--- config.mk ---
export PLATFORM = sky130hd
export DESIGN_NAME = esm_issue_scheduler_flat
export DESIGN_NICKNAME = d
export VERILOG_FILES = /design/src/rtl/esm_issue_scheduler_if.sv /design/src/rtl/esm_issue_scheduler.sv /design/src/flat_wrapper.sv
export SDC_FILE = /design/constraint.sdc
export NUM_CORES = 1
export LEC_CHECK = 0
export BUFFER_PORTS_ARGS = -buffer_cell sky130_fd_sc_hd__buf_2
export CORE_ASPECT_RATIO = 1.1
export CORE_UTILIZATION = 30
export DETAILED_ROUTE_END_ITERATION = 6
export PLACE_DENSITY = 0.46
export SYNTH_ARGS = -nofsm -noshare
export SYNTH_HDL_FRONTEND = slang
export SYNTH_SLANG_ARGS = --single-unit
--- constraint.sdc ---
create_clock -name clk -period 23.5 [get_ports clk]
set_input_delay 2.35 -clock clk [delete_from_list [all_inputs] [get_ports clk]]
set_output_delay 2.35 -clock clk [all_outputs]
set_load 0.05 [all_outputs]
--- src/rtl/esm_issue_scheduler_if.sv ---
// Handshake bundle between the IDA/instruction buffer, the issue scheduler and execute.
// The scheduler connects through the slave modport; the surrounding pipeline connects through master.
interface esm_issue_scheduler_if #(
    parameter int bs = 16,
    parameter int IW = $clog2(bs)
);
    logic          alloc_valid;
    logic [IW-1:0] alloc_index;
    logic [bs-1:0] alloc_deps;
    logic          alloc_ready;
    logic          issue_valid;
    logic [IW-1:0] issue_index;
    logic          issue_ready;
    logic          complete_valid;
    logic [IW-1:0] complete_index;
    logic [IW:0]   occupancy;
    logic          full;

    modport master (
        output alloc_valid, alloc_index, alloc_deps, issue_ready,
               complete_valid, complete_index,
        input  alloc_ready, issue_valid, issue_index, occupancy, full
    );

    modport slave (
        input  alloc_valid, alloc_index, alloc_deps, issue_ready,
               complete_valid, complete_index,
        output alloc_ready, issue_valid, issue_index, occupancy, full
    );
endinterface

--- src/rtl/esm_issue_scheduler.sv ---
// Dependency-matrix issue scheduler: stores one dependency row per buffer entry, offers the
// lowest-index entry with no live dependencies, and clears a column when its entry completes.
module esm_issue_scheduler #(
    parameter int bs = 16,
    parameter int IW = $clog2(bs)
) (
    input  logic                 clk,
    input  logic                 rst,
    esm_issue_scheduler_if.slave sched
);
    logic          valid_reg  [bs];
    logic          picked_reg [bs];
    logic [bs-1:0] dm_reg     [bs];

    logic [bs-1:0] valid_vec;
    logic [bs-1:0] picked_vec;
    logic [bs-1:0] ready_vec;

    logic          issue_valid_reg;
    logic [IW-1:0] issue_index_reg;
    logic [IW:0]   occupancy_reg;

    logic          alloc_fire;
    logic          complete_fire;
    logic          load_issue;
    logic          pick_fire;
    logic          sel_found;
    logic [IW-1:0] sel_index;
    logic [bs-1:0] alloc_mask;
    logic [bs-1:0] complete_mask;
    logic [bs-1:0] alloc_row;

    genvar gi;
    generate
        for (gi = 0; gi < bs; gi++) begin : g_vec
            assign valid_vec[gi]  = valid_reg[gi];
            assign picked_vec[gi] = picked_reg[gi];
            assign ready_vec[gi]  = valid_reg[gi] & ~picked_reg[gi] & ~|dm_reg[gi];
        end
    endgenerate

    // alloc_ready looks only at pre-edge valid, so a slot completing this cycle is not reusable yet.
    assign sched.alloc_ready = ~valid_vec[sched.alloc_index];
    assign alloc_fire        = sched.alloc_valid & ~valid_vec[sched.alloc_index];
    assign complete_fire     = sched.complete_valid & valid_vec[sched.complete_index]
                             & picked_vec[sched.complete_index];

    assign alloc_mask    = bs'(1) << sched.alloc_index;
    assign complete_mask = complete_fire ? (bs'(1) << sched.complete_index) : '0;
    assign alloc_row     = sched.alloc_deps & valid_vec & ~alloc_mask & ~complete_mask;

    assign load_issue = ~issue_valid_reg | sched.issue_ready;
    assign pick_fire  = load_issue & sel_found;

    // Fixed-priority encoder: scanning downward lets the lowest ready index win.
    always_comb begin
        sel_found = 1'b0;
        sel_index = '0;
        for (int i = bs - 1; i >= 0; i--) begin
            if (ready_vec[i]) begin
                sel_found = 1'b1;
                sel_index = IW'(i);
            end
        end
    end

    generate
        for (gi = 0; gi < bs; gi++) begin : g_entry
            always_ff @(posedge clk or posedge rst) begin
                if (rst) begin
                    valid_reg[gi]  <= 1'b0;
                    picked_reg[gi] <= 1'b0;
                    dm_reg[gi]     <= '0;
                end else if (alloc_fire && (sched.alloc_index == IW'(gi))) begin
                    valid_reg[gi]  <= 1'b1;
                    picked_reg[gi] <= 1'b0;
                    dm_reg[gi]     <= alloc_row;
                end else begin
                    if (complete_fire && (sched.complete_index == IW'(gi))) begin
                        valid_reg[gi]  <= 1'b0;
                        picked_reg[gi] <= 1'b0;
                    end else if (pick_fire && (sel_index == IW'(gi))) begin
                        picked_reg[gi] <= 1'b1;
                    end
                    dm_reg[gi] <= dm_reg[gi] & ~complete_mask;
                end
            end
        end
    endgenerate

    // The offer register only reloads when empty or accepted, so a stalled offer never changes.
    always_ff @(posedge clk or posedge rst) begin
        if (rst) begin
            issue_valid_reg <= 1'b0;
            issue_index_reg <= '0;
        end else if (load_issue) begin
            issue_valid_reg <= sel_found;
            if (sel_found) begin
                issue_index_reg <= sel_index;
            end
        end
    end

    always_ff @(posedge clk or posedge rst) begin
        if (rst) begin
            occupancy_reg <= '0;
        end else begin
            case ({alloc_fire, complete_fire})
                2'b10:   occupancy_reg <= occupancy_reg + (IW+1)'(1);
                2'b01:   occupancy_reg <= occupancy_reg - (IW+1)'(1);
                default: occupancy_reg <= occupancy_reg;
            endcase
        end
    end

    assign sched.issue_valid = issue_valid_reg;
    assign sched.issue_index = issue_index_reg;
    assign sched.occupancy   = occupancy_reg;
    assign sched.full        = (occupancy_reg == (IW+1)'(bs));
endmodule
--- src/flat_wrapper.sv ---
// flat-port wrapper written by rule: the top's interface ports become plain ports
module esm_issue_scheduler_flat 
#(
    parameter int bs = 16,
    parameter int IW = $clog2(bs)
)
  (clk, rst, sched_alloc_valid, sched_alloc_index, sched_alloc_deps, sched_issue_ready, sched_complete_valid, sched_complete_index, sched_alloc_ready, sched_issue_valid, sched_issue_index, sched_occupancy, sched_full);
  esm_issue_scheduler_if #(.bs(bs), .IW(IW)) sched_i ();
  input  logic clk;
  input  logic rst;
  input wire logic [$bits(sched_i.alloc_valid)-1:0] sched_alloc_valid;
  input wire logic [$bits(sched_i.alloc_index)-1:0] sched_alloc_index;
  input wire logic [$bits(sched_i.alloc_deps)-1:0] sched_alloc_deps;
  input wire logic [$bits(sched_i.issue_ready)-1:0] sched_issue_ready;
  input wire logic [$bits(sched_i.complete_valid)-1:0] sched_complete_valid;
  input wire logic [$bits(sched_i.complete_index)-1:0] sched_complete_index;
  output wire logic [$bits(sched_i.alloc_ready)-1:0] sched_alloc_ready;
  output wire logic [$bits(sched_i.issue_valid)-1:0] sched_issue_valid;
  output wire logic [$bits(sched_i.issue_index)-1:0] sched_issue_index;
  output wire logic [$bits(sched_i.occupancy)-1:0] sched_occupancy;
  output wire logic [$bits(sched_i.full)-1:0] sched_full;
  assign sched_i.alloc_valid = sched_alloc_valid;
  assign sched_i.alloc_index = sched_alloc_index;
  assign sched_i.alloc_deps = sched_alloc_deps;
  assign sched_i.issue_ready = sched_issue_ready;
  assign sched_i.complete_valid = sched_complete_valid;
  assign sched_i.complete_index = sched_complete_index;
  assign sched_alloc_ready = sched_i.alloc_ready;
  assign sched_issue_valid = sched_i.issue_valid;
  assign sched_issue_index = sched_i.issue_index;
  assign sched_occupancy = sched_i.occupancy;
  assign sched_full = sched_i.full;
  esm_issue_scheduler #(.bs(bs), .IW(IW)) u_core (.clk(clk), .rst(rst), .sched(sched_i));
endmodule
==> results.cfg, run 1 <==
[route]
wl_per_cell_um = 23.97
route.vias.total = 10390
via_per_inst = 5.267
antenna_left = 0
drc = 0
wl_mm = 47.27
dr.pass1.iters = 7
dr.first_iter.drc_count = 866

[placement]
gp_congestion = 0.8846
dpl_worst_slack_ps = 16980
place_hpwl_mm = 31.17
port_buffers = 40

[cts]
cts-root-buf = clkbuf_16
cts_max_path_buffers = 3
cts.sinks = 298
path_clk_slew_ps = 60
cts_htree_levels = 2
ctsResizeCount = 0
cts_buffers = 35
post_cts_buffers = 0
hold_buffers = 0
cts_tree = done
clk_latency_ps = 530

[logic_synthesis]
yosys.area_share.simple_pct = 19.97
ys_top_cells_by_area = dfrtp_1 (54%), mux2i_1 (13%), nor2_1 (6.2%)
synth_top_family_by_area = simple AND/OR/NAND/NOR gates
synth_edf_count = 0
synthDistinctLibCells = 61
synthArstFlopShare_pct = 100.0
yosys.area_share.adder_pct = 0.5057
synth_top_area_share_pct = 53.82
yosys_warnings = 0
synth.avg_cell_area_sq_um = 10.35
yosysSeqAreaShare_pct = 53.82
synth-xor-area-share_pct = 0.3161
synth-compound-area-share_pct = 6.971
synth-seq-cells = 298
netlist_area_sq_mm = 0.01386
syn_inst = 1339
synth_nets = 1373
yosys.area.top_type = dfrtp_1
synth-main-ff-cell = dfrtp_1
synthMuxAreaShare_pct = 14.44

[floorplan]
core_sq_mm = 0.04555
die_w_um = 206.9
fp-row-count = 82
start_util_pct = 30.42
dieArea_sq_mm = 0.04705
io_pins = 41
die_h_um = 227.4

[min_path]
worstHoldStart = u_core.sched.occupancy[4]$_DFFE_PP0P_
worstHoldPathCells = 1
hp-class = reg -> reg

[finish]
largest_register_ffs = 256
final_net_count = 1392
syn_to_final_growth_pct = 13.55
drive_above_1_share_pct = 11.06
fillCellCount = 4688

[grt]
grt_max_degree = 170
antenna_found_initial = 0
grtUsageTotal_pct = 20.64
overflow = 0
grt_pass1_vias = 10300
grt_first_pass_wirelength_mm = 70.10

[setup_path]
crit_fanout = 14
path_class = in -> out
cp-start-kind = input port
rr_worst_depth = 12
cp-startpoint = sched_alloc_index[0]
arrival_ps = 4170
worst-endpoint-required_ps = 21150
worstSetupEndpointType = output port
r2r_start = u_core.valid_reg[10]$_DFFE_PP0N_

[timing]
relSlewSlack_pct = 13.05
finalMaxSlewViolations = 0
setup-violations-final = 0
setup_slack_ps = 16980
period_needed_ps = 6520
timing.fmax_mhz = 153.4
clock_skew_ps = 14.02
finalHoldViolCount = 0
min_period_over_period_pct = 27.74
setup_tns_ps = 0
tightest_slew_ps = 1304
rsz0062_at_grt = no

[power_and_ir_drop]
ir_drop_v = 0.00004303
p_leak_nw = 7.012
power.density_mw_per_mm2 = 117.0

[flow_run]
cap_violations = 0

[status]
status = finished, final reports clean
[layout make-up]
cell class | count | area [sq um] | area share, %
Clock buffer | 57 | 1081 | 6.871
Sequential cell | 298 | 7457 | 47.40
Multi-Input combinational cell | 927 | 5883 | 37.39
Inverter | 26 | 105.1 | 0.6680
Antenna cell | 1 | 2.502 | 0.01591
Clock inverter | 5 | 30.03 | 0.1909
Tap cell | 588 | 735.7 | 4.676
Timing Repair Buffer | 70 | 437.9 | 2.784
[per-stage QoR]
step / instance area, sq um / cells / hold slack (ps) / total power [mW] / util (%)
finish: 15730 / 1972 / 491.7 / 1.841 / 34.54
global route: 15730 / 1971 / 506.6 / 1.945 / 34.53
CTS: 15730 / 1971 / 492.9 / 1.853 / 34.53
detailed placement: 14620 / 1909 / 475.9 / 1.316 / 32.09
global placement: 14620 / 1909 / 477.1 / 1.310 / 32.09
floorplan: 13860 / 1339 / 445.7 / 1.108 / -
[worst paths after layout]
| path | to | slack (ps) |
|---|---|---|
| setup / recovery | sched_alloc_ready | 16980 |
| min in group asynchronous | u_core.dm_reg[199]$_DFF_PP0_ | 2000 |
| hold reg to reg | u_core.sched.occupancy[4]$_DFFE_PP0P_ | 490 |
| hold / removal | u_core.sched.occupancy[4]$_DFFE_PP0P_ | 490 |
| max in group asynchronous | u_core.dm_reg[167]$_DFF_PP0_ | 19890 |
| setup reg to reg | u_core.sched.occupancy[4]$_DFFE_PP0P_ | 19810 |
[cell families (layout without fill, tap and decap cells)]
| group | after synthesis | count (layout) |
|---|---|---|
| mux | 190 | 190 |
| buf+inv | 114 | 158 |
| fa+ha+maj | 5 | 5 |
| compound gates | 163 | 163 |
| other cells | 0 | 1 |
| simple gates | 564 | 564 |
| xor+xnor | 5 | 5 |
| flops | 298 | 298 |
[power breakdown]
group          internal (mW)  switching, mW  total [mW]
combinational          0.207          0.373       0.580
clock                  0.314          0.215       0.528
sequential             0.640         0.0923       0.732
total                   1.16          0.680        1.84
[cell usage in the layout (no fill, tap or decap), types with 4 or more instances in the layout]
master and instances:
nor4b_1 15, dfrtp_1 298, o22ai_1 11, clkbuf_1 12, nand4_1 12, nor2_4 5
nand3b_1 5, o211a_1 5, and2_1 21, nand2b_1 9, and4_1 4, a21o_1 4
and3_1 6, nor3_4 6, nor2_1 228, nor4_1 40, nor2b_1 9, nand3_1 6
nor3b_1 9, nand2_1 145, mux2i_1 183, clkbuf_8 8, a311oi_1 5, ha_1 4
o21ai_0 28, buf_4 29, or4_1 15, mux4_2 4, a21oi_1 82, o21a_1 4
inv_1 24, nor3_1 12, buf_2 40, clkbuf_16 37
[routing by layer]
layer	part of all wire, %	global-route usage [%]	routed length (um)
met5	0	0	0
met3	6.0	2.906	2845
met2	45	31.80	21290
met1	45	28.98	21300
met4	3.9	8.429	1827
[critical path, stage by stage]
cell	delay (ps)
buf_2	300
mux4_1	590
mux4_2	500
inv_2	140
buf_2	280
[synth_stat cells, types with 3 or more instances]
cell type  number
o22ai_1        11
buf_2          14
nand3b_1        5
and3_1          6
nor2_2          3
ha_1            4
nand3_1         6
a311oi_1        5
mux4_1          3
and4_1          4
nand3_2         3
o21ai_0        28
o211a_1         5
a21oi_1        86
o21a_1          4
clkbuf_1       53
or2_2           3
nor2_1        228
nor4b_1        15
nand2_1       145
o31a_1          3
a21o_1          4
nand4_1        12
a211oi_1        3
nor3_4          6
buf_4           7
buf_1           4
mux2i_1       183
buf_6           9
and2_1         21
mux4_2          4
xor2_1          3
nor3b_1         9
nor4_1         40
inv_1          25
or4_1          15
o211ai_1        3
nor2_4          5
nor2b_1         9
nand2b_1        9
dfrtp_1       298
nor3_1         13
No activity file was read; power rests on OpenSTA's default activity.
==> inputs of run 2 (changes only) <==
Settings changed: ABC_AREA set to 1.
Clock period 23.5 ns to 6.6 ns, I/O delays scaled along.
==> results.cfg, run 2 <==
[grt]
overflow = 0
grtUsageTotal_pct = 20.98
grt_pass1_vias = 11160
antenna_found_initial = 0
grt_max_degree = 117
grt_first_pass_wirelength_mm = 73.15

[floorplan]
die_w_um = 207.0
start_util_pct = 30.45
core_sq_mm = 0.04555
die_h_um = 227.5
io_pins = 41
dieArea_sq_mm = 0.04710
fp-row-count = 82

[setup_path]
rr_worst_depth = 11
worst-endpoint-required_ps = 6960
crit_path_top_delay_cell = nand4_1
path_class = in -> reg
cp-start-kind = input port
cpPeakStageDelay_ps = 1020
arrival_ps = 3960
crit_chain = buf_2 -> inv_2 -> nor2_8 -> inv_2 -> o22ai_1 -> o21ai_1 -> o21ai_2 -> nor2_4 -> nand2_2 -> inv_2 -> nand4_1 -> nand2_1 -> o21ai_0
crit_fanout = 32
cp_common_cell = inv_2
worstSetupEndpointType = flop
ff2ff_setup_slack_ps = 3070

[logic_synthesis]
synthArstFlopShare_pct = 100.0
ys_top_cells_by_area = dfrtp_1 (54%), nand3_1 (9.8%), o21ai_1 (7.3%)
synth-compound-area-share_pct = 14.40
synth_top_family_by_area = simple AND/OR/NAND/NOR gates
synth-xor-area-share_pct = 0.1894
syn_inst = 1547
yosysSeqAreaShare_pct = 53.77
yosys.area_share.simple_pct = 23.96
yosys.area.top_type = dfrtp_1
synth_nets = 1581
netlist_area_sq_mm = 0.01387
synth_edf_count = 0
synth.avg_cell_area_sq_um = 8.965
synthDistinctLibCells = 48
synth_top_area_share_pct = 53.77
yosys_warnings = 0
yosys.cell_count.top_type = dfrtp_1
synth-seq-cells = 298
synth-main-ff-cell = dfrtp_1
synth_common_cells = dfrtp_1 (298), nand3_1 (272), o21ai_1 (203)
synthMuxAreaShare_pct = 0
yosys.area_share.adder_pct = 0.5052

[power_and_ir_drop]
ir_drop_v = 0.0002184
p_comb_share_pct = 31.8
power.density_mw_per_mm2 = 437.2
clkPwrFrac_pct = 28.6
p_switching_mw = 2.631
internal_power_mw = 4.213
p_seq_share_pct = 39.7
p_leak_nw = 7.204
swShare_pct = 38.44

[finish]
regArea_sq_mm = 0.007457
layout_commonest_cell = dfrtp_1
multiInputGateArea_sq_mm = 0.005428
final_cell_mix = dfrtp_1 (298), nand3_1 (272), o21ai_1 (203)
largest_register_ffs = 256
final_net_count = 1596
design_area_sq_mm = 0.01566
drive_above_1_share_pct = 12.55
fillCellCount = 4804
syn_to_final_growth_pct = 12.87
antenna_cells = 0
layoutNonFillerInstCount = 2174

[cts]
cts-root-buf = clkbuf_16
post_cts_buffers = 0
cts_max_path_buffers = 3
path_clk_slew_ps = 60
clk_latency_ps = 550
cts_tree = done
hold_buffers = 0
ctsResizeCount = 0
cts.sinks = 298
cts_htree_levels = 2
cts_buffers = 36

[timing]
min_period_over_period_pct = 54.48
setup_tns_ps = 0
setup-violations-final = 0
relSlewSlack_pct = 19.24
period_needed_ps = 3596
timing.fmax_mhz = 278.1
tightest_slew_ps = 1208
finalHoldViolCount = 0
holdWs_ps = 228.7
rsz0062_at_grt = no
clock_skew_ps = 21.98
finalMaxSlewViolations = 0

[placement]
place_inst = 2111
place_area_sq_mm = 0.01449
place_hpwl_mm = 33.11
port_buffers = 40
gp_congestion = 0.9009

[min_path]
hp-class = in -> async

[route]
via_per_inst = 5.160
wl_mm = 48.38
antenna_left = 0
dr.first_iter.drc_count = 835
route.vias.total = 11220
wl_per_cell_um = 22.25
dr.pass1.iters = 7
drc = 0

[status]
status = finished, final reports clean

[flow_run]
cap_violations = 0
-- run 2: cell count changes after synthesis, sizes merged, moves of 15 or more --
| cell | before | now |
|---|---|---|
| nand3 | 9 | 284 |
| nor4b | 15 | 0 |
| clkbuf | 53 | 18 |
| a21oi | 86 | 24 |
| inv | 26 | 135 |
| nor4 | 40 | 14 |
| nor3 | 20 | 41 |
| o2111ai | 0 | 16 |
| and2 | 21 | 0 |
| nor2 | 236 | 162 |
| mux2i | 183 | 0 |
| nand4 | 12 | 34 |
| o21ai | 28 | 275 |
| buf | 35 | 65 |
-- run 2: final cells by class --
class,count,share of cell area (%)
clock buffers,59,7.081
clock inverters,3,0.2558
inverters,135,3.293
multi-input cells,1031,34.67
flip-flops and latches,298,47.63
well taps,588,4.699
repair buffers,60,2.366
-- run 2: path summary, 6_finish.rpt --
path | start | end
worst max register to register | u_core.dm_reg[96]$_DFF_PP0_ | u_core.picked_reg[14]$_DFFE_PP0P_
worst min register to register | u_core.dm_reg[15]$_DFF_PP0_ | u_core.dm_reg[15]$_DFF_PP0_
min in group clk | sched_alloc_deps[6] | u_core.dm_reg[198]$_DFF_PP0_
max in group asynchronous | rst | u_core.dm_reg[73]$_DFF_PP0_
worst min-delay path | rst | u_core.dm_reg[33]$_DFF_PP0_
worst max-delay path | sched_alloc_index[0] | u_core.valid_reg[12]$_DFFE_PP0N_
-- run 2: worst max-delay path, delay by kind of cell --
| kind | cells | cell delay, ps |
|---|---|---|
| and+or+nand+nor | 5 | 1750 |
| buffers and inverters | 4 | 900 |
| AOI/OAI and AO/OA | 4 | 640 |
-- run 2: cell families after synthesis --
| logic type | after synthesis |
|---|---|
| buffers and inverters | 218 |
| AOI/OAI and AO/OA | 347 |
| DFF | 298 |
| and+or+nand+nor | 676 |
| adders and majority gates | 5 |
| xor gates and xnor gates | 3 |
-- run 2: power by group through the flow --
stage          Clock, mW  Combinational, mW  Sequential, mW
2_1_floorplan          0               1.42            2.72
6_report            1.96               2.17            2.72
3_3_place_gp           0               2.14            2.73
3_5_place_dp           0               2.17            2.74
5_1_grt             2.07               2.41            2.78
4_1_cts             2.00               2.17            2.71
-- run 2: stage by stage --
step                total power [mW]  util, %  worst slack [ps]
CTS                            6.883    34.33              3077
finish                         6.844    34.37              3004
detailed placement             4.906    31.81              2509
floorplan                      4.146        -              1981
global route                   7.257    34.37              2699
global placement               4.879    31.81              2507
-- run 2: per-layer routing --
| layer | track usage (%) | wire, um | vias up |
|---|---|---|---|
| met5 | 0 | 0 | - |
| met4 | 7.535 | 1585 | 0 |
| met3 | 3.573 | 2024 | 90 |
| met2 | 36.29 | 23420 | 266 |
| met1 | 26.45 | 21350 | 5488 |
| li1 | - | - | 5374 |
